==> config.mk <==
export PLATFORM = sky130hd
export DESIGN_NAME = wb_port_arbiter_flat
export DESIGN_NICKNAME = d
export VERILOG_FILES = /design/src/rtl/wb_port_arbiter_if.sv /design/src/rtl/wb_port_arbiter.sv /design/src/flat_wrapper.sv
export SDC_FILE = /design/constraint.sdc
export NUM_CORES = 1
export LEC_CHECK = 0
export CORE_MARGIN = 2
export CORE_UTILIZATION = 43
export CTS_CLUSTER_DIAMETER = 30
export DETAILED_ROUTE_END_ITERATION = 8
export PLACE_DENSITY_LB_ADDON = 0.25
export SYNTH_ARGS = -nofsm -noshare
export SYNTH_HDL_FRONTEND = slang
export SYNTH_SLANG_ARGS = --single-unit
==> constraint.sdc <==
create_clock -name Clk -period 5.08 [get_ports Clk]
set_input_delay 1.27 -clock Clk [delete_from_list [all_inputs] [get_ports Clk]]
set_output_delay 1.27 -clock Clk [all_outputs]
set_load 0.01 [all_outputs]
==> src/rtl/wb_port_arbiter_if.sv <==
// Writeback-port bundle: requester handshakes in, register-file write port out.
interface wb_port_arbiter_if #(
    parameter int DATA_W = 32,
    parameter int ADDR_W = 5
);
    logic              Stall;
    logic              ValidA, ValidB, ValidC;
    logic [ADDR_W-1:0] AddrA, AddrB, AddrC;
    logic [DATA_W-1:0] DataA, DataB, DataC;
    logic              ReadyA, ReadyB, ReadyC;
    logic [1:0]        MuxSel;
    logic              RegWrite;
    logic [ADDR_W-1:0] WriteAddr;
    logic [DATA_W-1:0] WriteData;
    logic              DroppedZero;

    modport master (
        output Stall, ValidA, ValidB, ValidC, AddrA, AddrB, AddrC, DataA, DataB, DataC,
        input  ReadyA, ReadyB, ReadyC, MuxSel, RegWrite, WriteAddr, WriteData, DroppedZero
    );

    modport slave (
        input  Stall, ValidA, ValidB, ValidC, AddrA, AddrB, AddrC, DataA, DataB, DataC,
        output ReadyA, ReadyB, ReadyC, MuxSel, RegWrite, WriteAddr, WriteData, DroppedZero
    );
endinterface

==> src/rtl/wb_port_arbiter.sv <==
// Three-way register-file write-port arbiter (ALU / load / link) with one-cycle
// registered write presentation; round-robin or fixed A>B>C priority.
module wb_port_arbiter #(
    parameter int DATA_W     = 32,
    parameter int ADDR_W     = 5,
    parameter bit FIXED_PRIO = 1'b0
) (
    input logic              Clk,
    input logic              Reset,
    wb_port_arbiter_if.slave bus
);
    logic [1:0]        r_ptr;
    logic [1:0]        r_sel;
    logic              r_regwrite;
    logic              r_dropped;
    logic [ADDR_W-1:0] r_addr;
    logic [DATA_W-1:0] r_data;

    logic [3:0]        w_elig;
    logic [1:0]        w_ord0, w_ord1, w_ord2;
    logic [1:0]        w_sel;
    logic              w_any;
    logic [2:0]        w_gnt;
    logic [ADDR_W-1:0] w_addr;
    logic [DATA_W-1:0] w_data;

    // Bit 3 is padding so a 2-bit scan index never falls outside the vector.
    assign w_elig = {1'b0, bus.ValidC, bus.ValidB, bus.ValidA} & {4{~bus.Stall & ~Reset}};

    always_comb begin
        w_ord0 = 2'd0;
        w_ord1 = 2'd1;
        w_ord2 = 2'd2;
        if (!FIXED_PRIO) begin
            case (r_ptr)
                2'd1:    begin w_ord0 = 2'd1; w_ord1 = 2'd2; w_ord2 = 2'd0; end
                2'd2:    begin w_ord0 = 2'd2; w_ord1 = 2'd0; w_ord2 = 2'd1; end
                default: ;
            endcase
        end
        w_any = 1'b1;
        w_sel = w_ord0;
        if (w_elig[w_ord0])      w_sel = w_ord0;
        else if (w_elig[w_ord1]) w_sel = w_ord1;
        else if (w_elig[w_ord2]) w_sel = w_ord2;
        else begin
            w_any = 1'b0;
            w_sel = 2'd0;
        end
    end

    assign w_gnt = w_any ? (3'b001 << w_sel) : 3'b000;

    always_comb begin
        case (w_sel)
            2'd1:    begin w_addr = bus.AddrB; w_data = bus.DataB; end
            2'd2:    begin w_addr = bus.AddrC; w_data = bus.DataC; end
            default: begin w_addr = bus.AddrA; w_data = bus.DataA; end
        endcase
    end

    always_ff @(posedge Clk) begin
        if (Reset) begin
            r_ptr      <= 2'd0;
            r_sel      <= 2'd0;
            r_regwrite <= 1'b0;
            r_dropped  <= 1'b0;
            r_addr     <= '0;
            r_data     <= '0;
        end else begin
            r_regwrite <= w_any && (w_addr != '0);
            r_dropped  <= w_any && (w_addr == '0);
            if (w_any) begin
                r_sel  <= w_sel;
                r_addr <= w_addr;
                r_data <= w_data;
                if (!FIXED_PRIO) r_ptr <= (w_sel == 2'd2) ? 2'd0 : w_sel + 2'd1;
            end
        end
    end

    assign bus.ReadyA      = w_gnt[0];
    assign bus.ReadyB      = w_gnt[1];
    assign bus.ReadyC      = w_gnt[2];
    assign bus.MuxSel      = r_sel;
    // A write still waiting to commit is discarded if the commit edge is a reset edge.
    assign bus.RegWrite    = r_regwrite & ~Reset;
    assign bus.WriteAddr   = r_addr;
    assign bus.WriteData   = r_data;
    assign bus.DroppedZero = r_dropped;
endmodule
==> src/flat_wrapper.sv <==
// flat-port wrapper written by rule: the top's interface ports become plain ports
module wb_port_arbiter_flat 
#(
    parameter int DATA_W     = 32,
    parameter int ADDR_W     = 5,
    parameter bit FIXED_PRIO = 1'b0
)
  (Clk, Reset, bus_Stall, bus_ValidA, bus_ValidB, bus_ValidC, bus_AddrA, bus_AddrB, bus_AddrC, bus_DataA, bus_DataB, bus_DataC, bus_ReadyA, bus_ReadyB, bus_ReadyC, bus_MuxSel, bus_RegWrite, bus_WriteAddr, bus_WriteData, bus_DroppedZero);
  wb_port_arbiter_if #(.DATA_W(DATA_W), .ADDR_W(ADDR_W)) bus_i ();
  input logic Clk;
  input logic Reset;
  input wire logic [$bits(bus_i.Stall)-1:0] bus_Stall;
  input wire logic [$bits(bus_i.ValidA)-1:0] bus_ValidA;
  input wire logic [$bits(bus_i.ValidB)-1:0] bus_ValidB;
  input wire logic [$bits(bus_i.ValidC)-1:0] bus_ValidC;
  input wire logic [$bits(bus_i.AddrA)-1:0] bus_AddrA;
  input wire logic [$bits(bus_i.AddrB)-1:0] bus_AddrB;
  input wire logic [$bits(bus_i.AddrC)-1:0] bus_AddrC;
  input wire logic [$bits(bus_i.DataA)-1:0] bus_DataA;
  input wire logic [$bits(bus_i.DataB)-1:0] bus_DataB;
  input wire logic [$bits(bus_i.DataC)-1:0] bus_DataC;
  output wire logic [$bits(bus_i.ReadyA)-1:0] bus_ReadyA;
  output wire logic [$bits(bus_i.ReadyB)-1:0] bus_ReadyB;
  output wire logic [$bits(bus_i.ReadyC)-1:0] bus_ReadyC;
  output wire logic [$bits(bus_i.MuxSel)-1:0] bus_MuxSel;
  output wire logic [$bits(bus_i.RegWrite)-1:0] bus_RegWrite;
  output wire logic [$bits(bus_i.WriteAddr)-1:0] bus_WriteAddr;
  output wire logic [$bits(bus_i.WriteData)-1:0] bus_WriteData;
  output wire logic [$bits(bus_i.DroppedZero)-1:0] bus_DroppedZero;
  assign bus_i.Stall = bus_Stall;
  assign bus_i.ValidA = bus_ValidA;
  assign bus_i.ValidB = bus_ValidB;
  assign bus_i.ValidC = bus_ValidC;
  assign bus_i.AddrA = bus_AddrA;
  assign bus_i.AddrB = bus_AddrB;
  assign bus_i.AddrC = bus_AddrC;
  assign bus_i.DataA = bus_DataA;
  assign bus_i.DataB = bus_DataB;
  assign bus_i.DataC = bus_DataC;
  assign bus_ReadyA = bus_i.ReadyA;
  assign bus_ReadyB = bus_i.ReadyB;
  assign bus_ReadyC = bus_i.ReadyC;
  assign bus_MuxSel = bus_i.MuxSel;
  assign bus_RegWrite = bus_i.RegWrite;
  assign bus_WriteAddr = bus_i.WriteAddr;
  assign bus_WriteData = bus_i.WriteData;
  assign bus_DroppedZero = bus_i.DroppedZero;
  wb_port_arbiter #(.DATA_W(DATA_W), .ADDR_W(ADDR_W), .FIXED_PRIO(FIXED_PRIO)) u_core (.Clk(Clk), .Reset(Reset), .bus(bus_i));
endmodule
==> flow_summary.rst, run 1 <==
.. list-table::
   :header-rows: 1

   * - Metric
     - Value
   * - Via density
     - 6.208
   * - Yosys top cell area share
     - 24.04%
   * - Overflow left after global routing
     - 0
   * - Buffer count from post-CTS setup fixing
     - 0
   * - Worst Clk Skew
     - 0.005415 ns
   * - Maximum clock frequency
     - 207.0 MHz
   * - Maximum capacitance violations
     - 0
   * - Initial cell density of the core
     - 44.02%
   * - Detailed-routing iteration count for the pre-antenna-repair pass
     - 6
   * - Worst-path clk slew
     - 0.09 ns
   * - Global-route wire length before repair
     - 20.36 mm
   * - Timing endpoint of the critical path
     - bus_ReadyC
   * - Number of sinks driven by the clock tree
     - 43
   * - Post-Synth XOR/XNOR Area
     - 0%
   * - Number of remaining DRC errors
     - 0
   * - Buffer depth of the longest clock path
     - 2
   * - Data arrival time of the critical path
     - 3.56 ns
   * - Area of the core region
     - 8134 sq um
   * - Required time of the worst setup path
     - 3.81 ns
   * - Number of antenna violations at the first check in global routing
     - 0
   * - Clock tree from TritonCTS
     - done
   * - Number of port buffers
     - 160
   * - Crit path launch type
     - primary input
   * - Adder-cell share of the synthesized area
     - 2.446%
   * - Post-detail-place hpwl
     - 8.670 mm
   * - Violation count after the first detailed-route iteration
     - 348
   * - Routed wire length
     - 12.88 mm
   * - Critical Path Sink Type
     - output pin
   * - Mapped Cells
     - 492
   * - Synth Area in Compound Gates
     - 40.50%
   * - Critical path startpoint
     - bus_ValidA
   * - Leading cell types by total area after synthesis
     - sky130_fd_sc_hd__dfxtp_1, sky130_fd_sc_hd__o211ai_1, sky130_fd_sc_hd__a22oi_1
   * - Total Routing Usage GR
     - 28.03%
   * - Portion of netlist area occupied by mux cells
     - 4.053%
   * - Hold-fix buffer count after cts
     - 0
   * - Final hold viol count
     - 0
   * - Total area of multi-input combinational cells
     - 2308 sq um
   * - Routed wire length per instance
     - 18.08 um
   * - Crit path setup slack, layout
     - 0.2493 ns
   * - Post-route cell area
     - 5218 sq um
   * - Reg2reg path depth
     - 12
   * - Worst slew margin
     - 17.21%
   * - Number of global-route vias before repair
     - 4,226
   * - Fill cell instance count of the final layout
     - 732
   * - Hold slack
     - 0.4693 ns
   * - Peak supply drop
     - 0.1214 mV
   * - Die outline height
     - 95.26 um
   * - Hold WC Path Type
     - register to register
   * - Number of nets produced by synthesis
     - 616
   * - Setup TNS
     - 0 ns
   * - Ports placed on the boundary
     - 161
   * - Combined flip-flop and latch cell area
     - 860.8 sq um
   * - Final setup vio count
     - 0
   * - FF-to-FF End
     - u_core.bus.WriteAddr[4]
   * - Total inserted antenna cells
     - 0
   * - Portion of the post-synthesis area used by sequential elements
     - 24.04%
   * - Vias
     - 4,420
   * - Post-synthesis cell type with the largest combined area
     - sky130_fd_sc_hd__dfxtp_1
   * - Basic-gate share of the synthesized area counting and, or, nand and nor cells
     - 17.23%
   * - Latest clock arrival within the worst-skew pair
     - 0.30 ns
   * - RSZ-0062 raised after global routing
     - no
   * - Critical path start-end classification
     - primary input to output pin
   * - H-tree Lvls
     - 2
   * - Critical path peak fanout
     - 5
   * - Number of nets in the final layout
     - 730
   * - Cell area after synthesis
     - 3581 sq um
   * - Pwr per Cell Area
     - 213.4 nW/um^2
   * - Layout cell share with drive strength beyond 1
     - 4.283%
   * - Placed instance area
     - 5121 sq um
   * - Largest net degree at the start of global routing
     - 81
   * - Number of warnings printed during yosys synthesis
     - 0
   * - Clk root buf
     - sky130_fd_sc_hd__clkbuf_8
   * - Run status
     - completed
   * - Combinational family with the most area after synthesis
     - compound AO/OA/AOI/OAI gates
   * - Final Critical Period
     - 4.831 ns
   * - Number of nets still failing antenna checks after routing
     - 0
   * - Number of clock buffers inserted by TritonCTS
     - 5
   * - Leakage power
     - 0.001828 uW
   * - P&R area growth vs syn
     - 45.70%
   * - Total number of placement rows
     - 33
   * - Floorplan die area
     - 9074 sq um
   * - Tcrit/Tclk final
     - 95.09%
   * - Final estimated routing congestion in global placement
     - 0.8211
   * - Die Span X
     - 95.26 um
   * - Worst r2r src
     - u_core.r_ptr[0]
   * - Distinct cells, synth
     - 37
   * - Synthesis-stage register bit count
     - 43
   * - Mean Syn Cell Area
     - 7.278 sq um
   * - Setup WS pre-CTS
     - 0.1368 ns
   * - Internal reg-to-reg setup slack
     - 1.73 ns
   * - Total of cells resized after clock tree synthesis
     - 0
   * - Worst-Margin Slew
     - 1.236 ns
   * - Pins Over Slew Limit
     - 0
==> critical path: stages <==
cell and delay (ns):
sky130_fd_sc_hd__clkdlybuf4s50_1 0.54, sky130_fd_sc_hd__nor2b_1 0.09, sky130_fd_sc_hd__o21a_1 0.18, sky130_fd_sc_hd__o2111ai_1 0.41, sky130_fd_sc_hd__ha_1 0.26, sky130_fd_sc_hd__inv_1 0.04
sky130_fd_sc_hd__nor3_1 0.19, sky130_fd_sc_hd__clkdlybuf4s50_1 0.59
==> Yosys cell counts, drive strengths merged <==
| cell type | number |
|---|---|
| a2111oi | 26 |
| a211oi | 1 |
| a21o | 2 |
| a21oi | 30 |
| a22oi | 37 |
| a31oi | 26 |
| a41oi | 1 |
| and2 | 1 |
| and3 | 27 |
| and3b | 1 |
| buf | 22 |
| clkbuf | 41 |
| dfxtp | 43 |
| ha | 7 |
| inv | 37 |
| mux2 | 1 |
| mux2i | 13 |
| nand2 | 30 |
| nand2b | 1 |
| nand3 | 26 |
| nor2 | 32 |
| nor2b | 2 |
| nor3 | 4 |
| nor4bb | 1 |
| o2111ai | 1 |
| o211a | 2 |
| o211ai | 67 |
| o21a | 1 |
| o21ai | 3 |
| o32a | 1 |
| o32ai | 2 |
| or2 | 2 |
| or3b | 1 |
==> flip-flops by register name (all words and copies together) (netlist names) <==
name	count
u_core.r_regwrite	1
u_core.bus.MuxSel	2
u_core.r_ptr	2
u_core.bus.WriteAddr	5
u_core.bus.WriteData	32
u_core.bus.DroppedZero	1
==> logic make-up (layout without fill, tap and decap cells) <==
family / count (synthesis) / count (layout)
AO/OA/AOI/OAI: 200 / 200
adder cells (fa/ha/maj): 7 / 7
buffers and inverters: 100 / 215
flip-flops: 43 / 43
multiplexers: 14 / 14
AND/OR/NAND/NOR: 128 / 128
==> layout by cell type (no fill, tap or decap), types with 2 or more instances in the layout <==
master,netlist,routed
sky130_fd_sc_hd__a2111oi_0,26,26
sky130_fd_sc_hd__inv_1,37,36
sky130_fd_sc_hd__o21ai_0,3,3
sky130_fd_sc_hd__or2_2,2,2
sky130_fd_sc_hd__nor3_1,4,4
sky130_fd_sc_hd__nor2_1,32,31
sky130_fd_sc_hd__nand3_1,26,26
sky130_fd_sc_hd__and3_1,27,27
sky130_fd_sc_hd__mux2i_1,13,13
sky130_fd_sc_hd__clkbuf_8,0,5
sky130_fd_sc_hd__clkinvlp_4,0,2
sky130_fd_sc_hd__clkdlybuf4s50_1,0,160
sky130_fd_sc_hd__a31oi_1,26,26
sky130_fd_sc_hd__ha_1,7,6
sky130_fd_sc_hd__o211a_1,2,2
sky130_fd_sc_hd__a21o_1,2,2
sky130_fd_sc_hd__nor2b_1,2,2
sky130_fd_sc_hd__o211ai_1,67,67
sky130_fd_sc_hd__a21oi_1,30,29
sky130_fd_sc_hd__dfxtp_1,43,43
sky130_fd_sc_hd__a22oi_1,37,37
sky130_fd_sc_hd__buf_4,0,9
sky130_fd_sc_hd__nand2_1,30,30
==> how the worst min path moves through the flow <==
stage	start	endpoint	slack, ns	depth (start not counted)
final	u_core.bus.WriteData[6]	u_core.bus.WriteData[6]	0.47	2
after global routing	u_core.bus.WriteData[6]	u_core.bus.WriteData[6]	0.50	2
after CTS	u_core.bus.WriteData[11]	u_core.bus.WriteData[11]	0.47	2
after detailed placement	u_core.bus.WriteData[11]	u_core.bus.WriteData[11]	0.46	2
after global placement	u_core.bus.WriteData[6]	u_core.bus.WriteData[6]	0.44	2
after floorplan	u_core.r_ptr[1]	u_core.r_ptr[1]	0.45	2
==> power by group <==
group	switching (uW)	internal [uW]	total, uW
clock network	130	95.9	226
registers	28.5	377	406
logic	248	233	481
==> stage by stage <==
stage,total power [uW],cells,utilization (%)
finish,1113,712,64.14
global route,1176,712,64.14
CTS,1116,711,64.05
detailed placement,891.0,703,62.96
global placement,874.9,703,62.96
floorplan,663.0,492,-
==> per-layer routing <==
metal | routed length, um | vias to the layer above | track usage [%] | part of all wire, %
met5 | 0 | - | 0 | 0
li1 | - | 2099 | - | -
met1 | 5130 | 2084 | 34.40 | 40
met4 | 206 | 0 | 6.763 | 1.6
met2 | 6312 | 216 | 48.88 | 49
met3 | 1226 | 21 | 7.194 | 9.5
==> cell type report <==
class | instances | area share [%]
Clock inverter | 3 | 0.3837
Inverter | 37 | 2.662
Timing Repair Buffer | 170 | 32.37
Tap cell | 105 | 2.518
Multi-Input combinational cell | 349 | 44.24
Clock buffer | 5 | 1.319
Sequential cell | 43 | 16.50
Note: power is estimated with default switching activity, not from simulation.
==> inputs of run 2 (changes only) <==
--- a/config.mk
+++ b/config.mk
@@ -6,7 +6,7 @@
 export NUM_CORES = 1
 export LEC_CHECK = 0
 export CORE_MARGIN = 2
-export CORE_UTILIZATION = 43
+export CORE_UTILIZATION = 39
 export CTS_CLUSTER_DIAMETER = 30
 export DETAILED_ROUTE_END_ITERATION = 8
 export PLACE_DENSITY_LB_ADDON = 0.25
==> constraint.sdc (replaced) <==
create_clock -name Clk -period 3.98 [get_ports Clk]
set_input_delay 0.398 -clock Clk [delete_from_list [all_inputs] [get_ports Clk]]
set_output_delay 0.398 -clock Clk [all_outputs]
set_load 0.01 [all_outputs]
==> run 2 against run 1 <==
Effect of this change: global-route usage fell by 3.4 points; routed wire length is 0.67% lower; non-clock buffer count unchanged; largest power group unchanged; count of clock-buffer cells in the layout did not move; sequential power increased by 28%; combinational power is 27% higher; utilization decreased by 4.3 points; die area is 9.8% higher; largest cell class unchanged; clock skew is 0.0015 ns lower; power rose by 39%; critical path depth is 1 higher.
==> flow_summary.rst, run 2 (synthesis results as in run 1) <==
.. list-table::
   :header-rows: 1

   * - Metric
     - Value
   * - Floorplan die area
     - 9964 sq um
   * - Worst slew margin
     - 7.669%
   * - Number of clock buffers inserted by TritonCTS
     - 5
   * - Routed wire length
     - 12.79 mm
   * - P&R area growth vs syn
     - 47.13%
   * - Worst Clk Skew
     - 0.003885 ns
   * - Initial cell density of the core
     - 40.66%
   * - Final hold viol count
     - 0
   * - Hold-fix buffer count after cts
     - 0
   * - Required time of the worst setup path
     - 3.58 ns
   * - Total Routing Usage GR
     - 24.65%
   * - Largest net degree at the start of global routing
     - 81
   * - Pins Over Slew Limit
     - 0
   * - Clk root buf
     - sky130_fd_sc_hd__clkbuf_8
   * - Final setup vio count
     - 0
   * - Number of nets in the final layout
     - 730
   * - Worst-Margin Slew
     - 1.385 ns
   * - Critical path start-end classification
     - register to output pin
   * - Number of global-route vias before repair
     - 4,108
   * - Number of sinks driven by the clock tree
     - 43
   * - Global-route wire length before repair
     - 20.15 mm
   * - Layout cell share with drive strength beyond 1
     - 4.283%
   * - Total number of placement rows
     - 34
   * - Number of port buffers
     - 160
   * - H-tree Lvls
     - 2
   * - Setup TNS
     - 0 ns
   * - Commonest non-fill, non-tap cell in the layout
     - sky130_fd_sc_hd__clkdlybuf4s50_1
   * - Area of the core region
     - 8806 sq um
   * - Crit path launch type
     - register
   * - Post-detail-place hpwl
     - 8.809 mm
   * - Via density
     - 6.098
   * - Maximum clock frequency
     - 275.0 MHz
   * - Latest clock arrival within the worst-skew pair
     - 0.30 ns
   * - Total inserted antenna cells
     - 0
   * - Highest-count cells in the layout ignoring fill and taps
     - sky130_fd_sc_hd__clkdlybuf4s50_1, sky130_fd_sc_hd__o211ai_1, sky130_fd_sc_hd__dfxtp_1, sky130_fd_sc_hd__a22oi_1, sky130_fd_sc_hd__inv_1
   * - Vias
     - 4,360
   * - Die Span X
     - 99.82 um
   * - Number of antenna violations at the first check in global routing
     - 0
   * - Run status
     - completed
   * - Final estimated routing congestion in global placement
     - 0.8604
   * - Hold slack
     - 0.4630 ns
   * - Detailed-routing iteration count for the pre-antenna-repair pass
     - 5
   * - Hold WC Path Type
     - register to register
   * - Overflow left after global routing
     - 0
   * - Buffer depth of the longest clock path
     - 2
   * - Ports placed on the boundary
     - 161
   * - Worst-path clk slew
     - 0.09 ns
   * - Clock tree from TritonCTS
     - done
   * - Maximum capacitance violations
     - 0
   * - Data arrival time of the critical path
     - 3.24 ns
   * - Leakage power
     - 0.001854 uW
   * - Flip-flop count of the largest register, all copies and words added
     - 32
   * - Pwr per Cell Area
     - 294.2 nW/um^2
   * - Peak supply drop
     - 0.1851 mV
   * - Buffer count from post-CTS setup fixing
     - 0
   * - Number of nets still failing antenna checks after routing
     - 0
   * - Tcrit/Tclk final
     - 91.38%
   * - Critical path peak fanout
     - 9
   * - Violation count after the first detailed-route iteration
     - 382
   * - Die outline height
     - 99.82 um
   * - RSZ-0062 raised after global routing
     - no
   * - Critical Path Sink Type
     - output pin
   * - Final Critical Period
     - 3.637 ns
   * - Number of remaining DRC errors
     - 0
   * - Routed wire length per instance
     - 17.89 um
   * - Total of cells resized after clock tree synthesis
     - 0
run 2: final timing paths:
check	from	endpoint	slack, ns	cells after the start
setup reg to reg	u_core.r_ptr[0]	u_core.bus.WriteData[29]	0.69	11
hold / removal	u_core.bus.WriteData[5]	u_core.bus.WriteData[5]	0.46	2
setup / recovery	u_core.r_ptr[0]	bus_ReadyB	0.34	9
hold reg to reg	u_core.bus.WriteData[5]	u_core.bus.WriteData[5]	0.46	2
run 2: worst max-delay path, cell delays in order (launching register included):
cell	delay (ns)
sky130_fd_sc_hd__dfxtp_1	0.37
sky130_fd_sc_hd__inv_1	0.05
sky130_fd_sc_hd__ha_1	0.45
sky130_fd_sc_hd__and2_1	0.32
sky130_fd_sc_hd__nor2_1	0.07
sky130_fd_sc_hd__o211ai_1	0.42
sky130_fd_sc_hd__ha_1	0.26
sky130_fd_sc_hd__inv_1	0.05
sky130_fd_sc_hd__nor3_1	0.31
sky130_fd_sc_hd__clkdlybuf4s50_1	0.62
run 2: layout make-up:
type	instances	area, sq um
Fill cell	800	3537
Multi-Input combinational cell	349	2308
Timing Repair Buffer	170	1689
Sequential cell	43	860.8
Inverter	37	138.9
Tap cell	108	135.1
Clock buffer	5	68.82
Clock inverter	3	67.56
run 2: metrics by stage:
step | worst slack [ns] | instances | instance area (sq um) | utilization [%] | total power (uW)
floorplan | 0.9271 | 492 | 3581 | - | 846.3
global placement | 0.7401 | 707 | 5132 | 58.28 | 1117
detailed placement | 0.6643 | 707 | 5132 | 58.28 | 1133
CTS | 0.3040 | 715 | 5269 | 59.83 | 1548
global route | 0.1446 | 715 | 5269 | 59.83 | 1618
finish | 0.3431 | 715 | 5269 | 59.83 | 1550
run 2: power by group:
part / internal, uW / switching [uW]
logic: 296 / 315
registers: 481 / 37.4
clock network: 250 / 170
total: 1030 / 523
run 2: routing by layer:
metal	track usage (%)	vias to the layer above	routed length, um	share of wire (%)
met4	4.531	0	133	1.0
li1	-	2093	-	-
met2	41.37	239	6069	47
met5	0	-	0	0
met1	32.23	2006	5218	41
met3	6.546	22	1369	11
==> inputs of run 3 (changes only) <==
--- a/config.mk
+++ b/config.mk
@@ -9,7 +9,8 @@
 export CORE_UTILIZATION = 39
 export CTS_CLUSTER_DIAMETER = 30
 export DETAILED_ROUTE_END_ITERATION = 8
-export PLACE_DENSITY_LB_ADDON = 0.25
+export HOLD_SLACK_MARGIN = 0.05
+export PLACE_DENSITY_LB_ADDON = 0.05
 export SYNTH_ARGS = -nofsm -noshare
 export SYNTH_HDL_FRONTEND = slang
 export SYNTH_SLANG_ARGS = --single-unit
==> run 3 against run 2 <==
Effect of this change: non-clock buffer count grew 3; critical path depth is the same; sequential cell count is the same; design area grew 0.36%; cell count grew 0.42%; first-iteration DRC count shrank 55%; register-to-register slack is essentially flat; highest routed layer unchanged; maximum frequency grew 4.0%; sequential power is essentially flat.
==> flow_summary.rst, run 3 (synthesis results as in run 1) <==
.. list-table::
   :header-rows: 1

   * - Metric
     - Value
   * - Peak supply drop
     - 0.1550 mV
   * - Number of nets in the final layout
     - 733
   * - WHS Endpoint
     - u_core.bus.WriteData[28]
   * - Number of port buffers
     - 160
   * - Layout cell share with drive strength beyond 1
     - 4.590%
   * - Flip-flop count of the largest register, all copies and words added
     - 32
   * - Initial cell density of the core
     - 40.66%
   * - Number of clock buffers inserted by TritonCTS
     - 5
   * - Tcrit/Tclk final
     - 87.83%
   * - Crit path launch type
     - register
   * - Critical Path Sink Type
     - output pin
   * - Total Routing Usage GR
     - 25.46%
   * - Pins Over Slew Limit
     - 0
   * - Latest clock arrival within the worst-skew pair
     - 0.30 ns
   * - Floorplan die area
     - 9964 sq um
   * - Final Critical Period
     - 3.496 ns
   * - P&R area growth vs syn
     - 47.66%
   * - Total of cells resized after clock tree synthesis
     - 0
   * - Internal reg-to-reg setup slack
     - 0.69 ns
   * - Filler-free cell count of the finished design
     - 718
   * - Data arrival time of the critical path
     - 3.10 ns
   * - Buffer count from post-CTS setup fixing
     - 0
   * - Ports placed on the boundary
     - 161
   * - Worst Clk Skew
     - 0.005258 ns
   * - Cell chain of the critical path
     - inv_1 > ha_1 > and2_1 > nor2_1 > o211ai_1 > ha_1 > inv_1 > nor3_1 > clkdlybuf4s50_1
   * - Die outline height
     - 99.82 um
   * - Area of the core region
     - 8806 sq um
   * - Commonest non-fill, non-tap cell in the layout
     - sky130_fd_sc_hd__clkdlybuf4s50_1
   * - Leakage power
     - 0.001870 uW
   * - Number of sinks driven by the clock tree
     - 43
   * - Number of global-route vias before repair
     - 4,094
   * - Violation count after the first detailed-route iteration
     - 171
   * - Die Span X
     - 99.82 um
   * - Hold WC Path Type
     - register to register
   * - Crit path setup slack, layout
     - 0.4843 ns
   * - Total inserted antenna cells
     - 0
   * - Setup WS pre-CTS
     - 0.7206 ns
   * - Run status
     - completed
   * - Routed wire length per instance
     - 17.87 um
   * - Global-route wire length before repair
     - 20.67 mm
   * - Count of placed standard cells including taps
     - 710
   * - Final core utilization
     - 60.05%
   * - Critical path start-end classification
     - register to output pin
   * - H-tree Lvls
     - 2
   * - Fill cell instance count of the final layout
     - 843
   * - Largest net degree at the start of global routing
     - 62
   * - Crit path max-delay cell type
     - sky130_fd_sc_hd__clkdlybuf4s50_1
   * - Total number of placement rows
     - 34
   * - Clk root buf
     - sky130_fd_sc_hd__clkbuf_8
   * - Vias
     - 4,297
   * - Number of nets still failing antenna checks after routing
     - 0
   * - Detailed-routing iteration count for the pre-antenna-repair pass
     - 4
   * - Worst-Margin Slew
     - 1.136 ns
   * - Maximum clock frequency
     - 286.1 MHz
   * - Crit-path max cell delay
     - 0.60 ns
   * - Pwr per Cell Area
     - 292.2 nW/um^2
   * - Number of remaining DRC errors
     - 0
   * - Buffer depth of the longest clock path
     - 2
   * - Final setup vio count
     - 0
   * - Highest-count cells in the layout ignoring fill and taps
     - sky130_fd_sc_hd__clkdlybuf4s50_1, sky130_fd_sc_hd__o211ai_1, sky130_fd_sc_hd__dfxtp_1, sky130_fd_sc_hd__a22oi_1, sky130_fd_sc_hd__inv_1
   * - Hold-fix buffer count after cts
     - 0
   * - Setup TNS
     - 0 ns
   * - Instance count along the most critical hold path
     - 2
   * - Worst-path clk slew
     - 0.09 ns
   * - FF-to-FF End
     - u_core.r_regwrite
   * - RSZ-0062 raised after global routing
     - no
   * - Required time of the worst setup path
     - 3.58 ns
   * - Post-detail-place hpwl
     - 8.877 mm
   * - Routed wire length
     - 12.83 mm
   * - Number of antenna violations at the first check in global routing
     - 0
   * - Critical path peak fanout
     - 9
   * - Worst slew margin
     - 24.17%
   * - Final hold viol count
     - 0
   * - Reg2reg path depth
     - 11
   * - Worst r2r src
     - u_core.r_ptr[0]
   * - Via density
     - 5.985
   * - Final estimated routing congestion in global placement
     - 0.8290
   * - Startpoint of the most critical hold path
     - u_core.bus.WriteData[28]
   * - Maximum capacitance violations
     - 0
   * - Overflow left after global routing
     - 0
   * - Clock tree from TritonCTS
     - done
## run 3: changes by cell type in the layout (fill, tap and decap cells not counted)
cell                         delta
sky130_fd_sc_hd__buf_4          +3
sky130_fd_sc_hd__clkbuf_1       +1
sky130_fd_sc_hd__clkinvlp_4     -1
## run 3: worst max-delay path by stage
stage,depth (start not counted),end,from,slack [ns]
floorplan,13,bus_ReadyB,u_core.r_ptr[0],0.93
CTS,9,bus_ReadyB,u_core.r_ptr[0],0.47
detailed placement,11,u_core.bus.WriteData[7],u_core.r_ptr[0],0.72
finish,9,bus_ReadyB,u_core.r_ptr[0],0.48
global route,9,bus_ReadyB,u_core.r_ptr[0],0.28
global placement,10,u_core.r_regwrite,bus_ValidA,0.79
## run 3: area by class of cell
type                    count  area (sq um)  area share (%)
well taps                 108         135.1           2.556
flip-flops and latches     43         860.8           16.28
multi-input cells         349          2308           43.66
inverters                  37         138.9           2.627
clock inverters             2         60.06           1.136
repair buffers            173          1712           32.37
clock buffers               6         72.57           1.372
## run 3: per-layer routing
metal | track usage, % | routed length [um]
met1 | 33.45 | 5484
met2 | 42.10 | 6179
met4 | 6.112 | 159
met3 | 6.476 | 1009
met5 | 0 | 0
## run 3: power breakdown
| group | switching [uW] | internal (uW) |
|---|---|---|
| combinational | 312 | 299 |
| sequential | 35.9 | 481 |
| clock | 166 | 251 |
| total | 513 | 1030 |
## run 3: through the flow
step	hold WS, ns	total power [uW]	instance area [sq um]
2_1_floorplan	0.4515	846.3	3581
3_3_place_gp	0.4438	1121	5155
3_5_place_dp	0.4498	1133	5155
4_1_cts	0.4602	1545	5288
5_1_grt	0.4825	1623	5288
6_report	0.4573	1545	5288
## run 3: worst max-delay path: cells and delay by family, from the launching register on
kind | cells | cell delay (ns)
adders and majority gates | 2 | 0.71
AOI/OAI and AO/OA | 1 | 0.42
DFF | 1 | 0.37
buffers and inverters | 3 | 0.70
and+or+nand+nor | 3 | 0.61
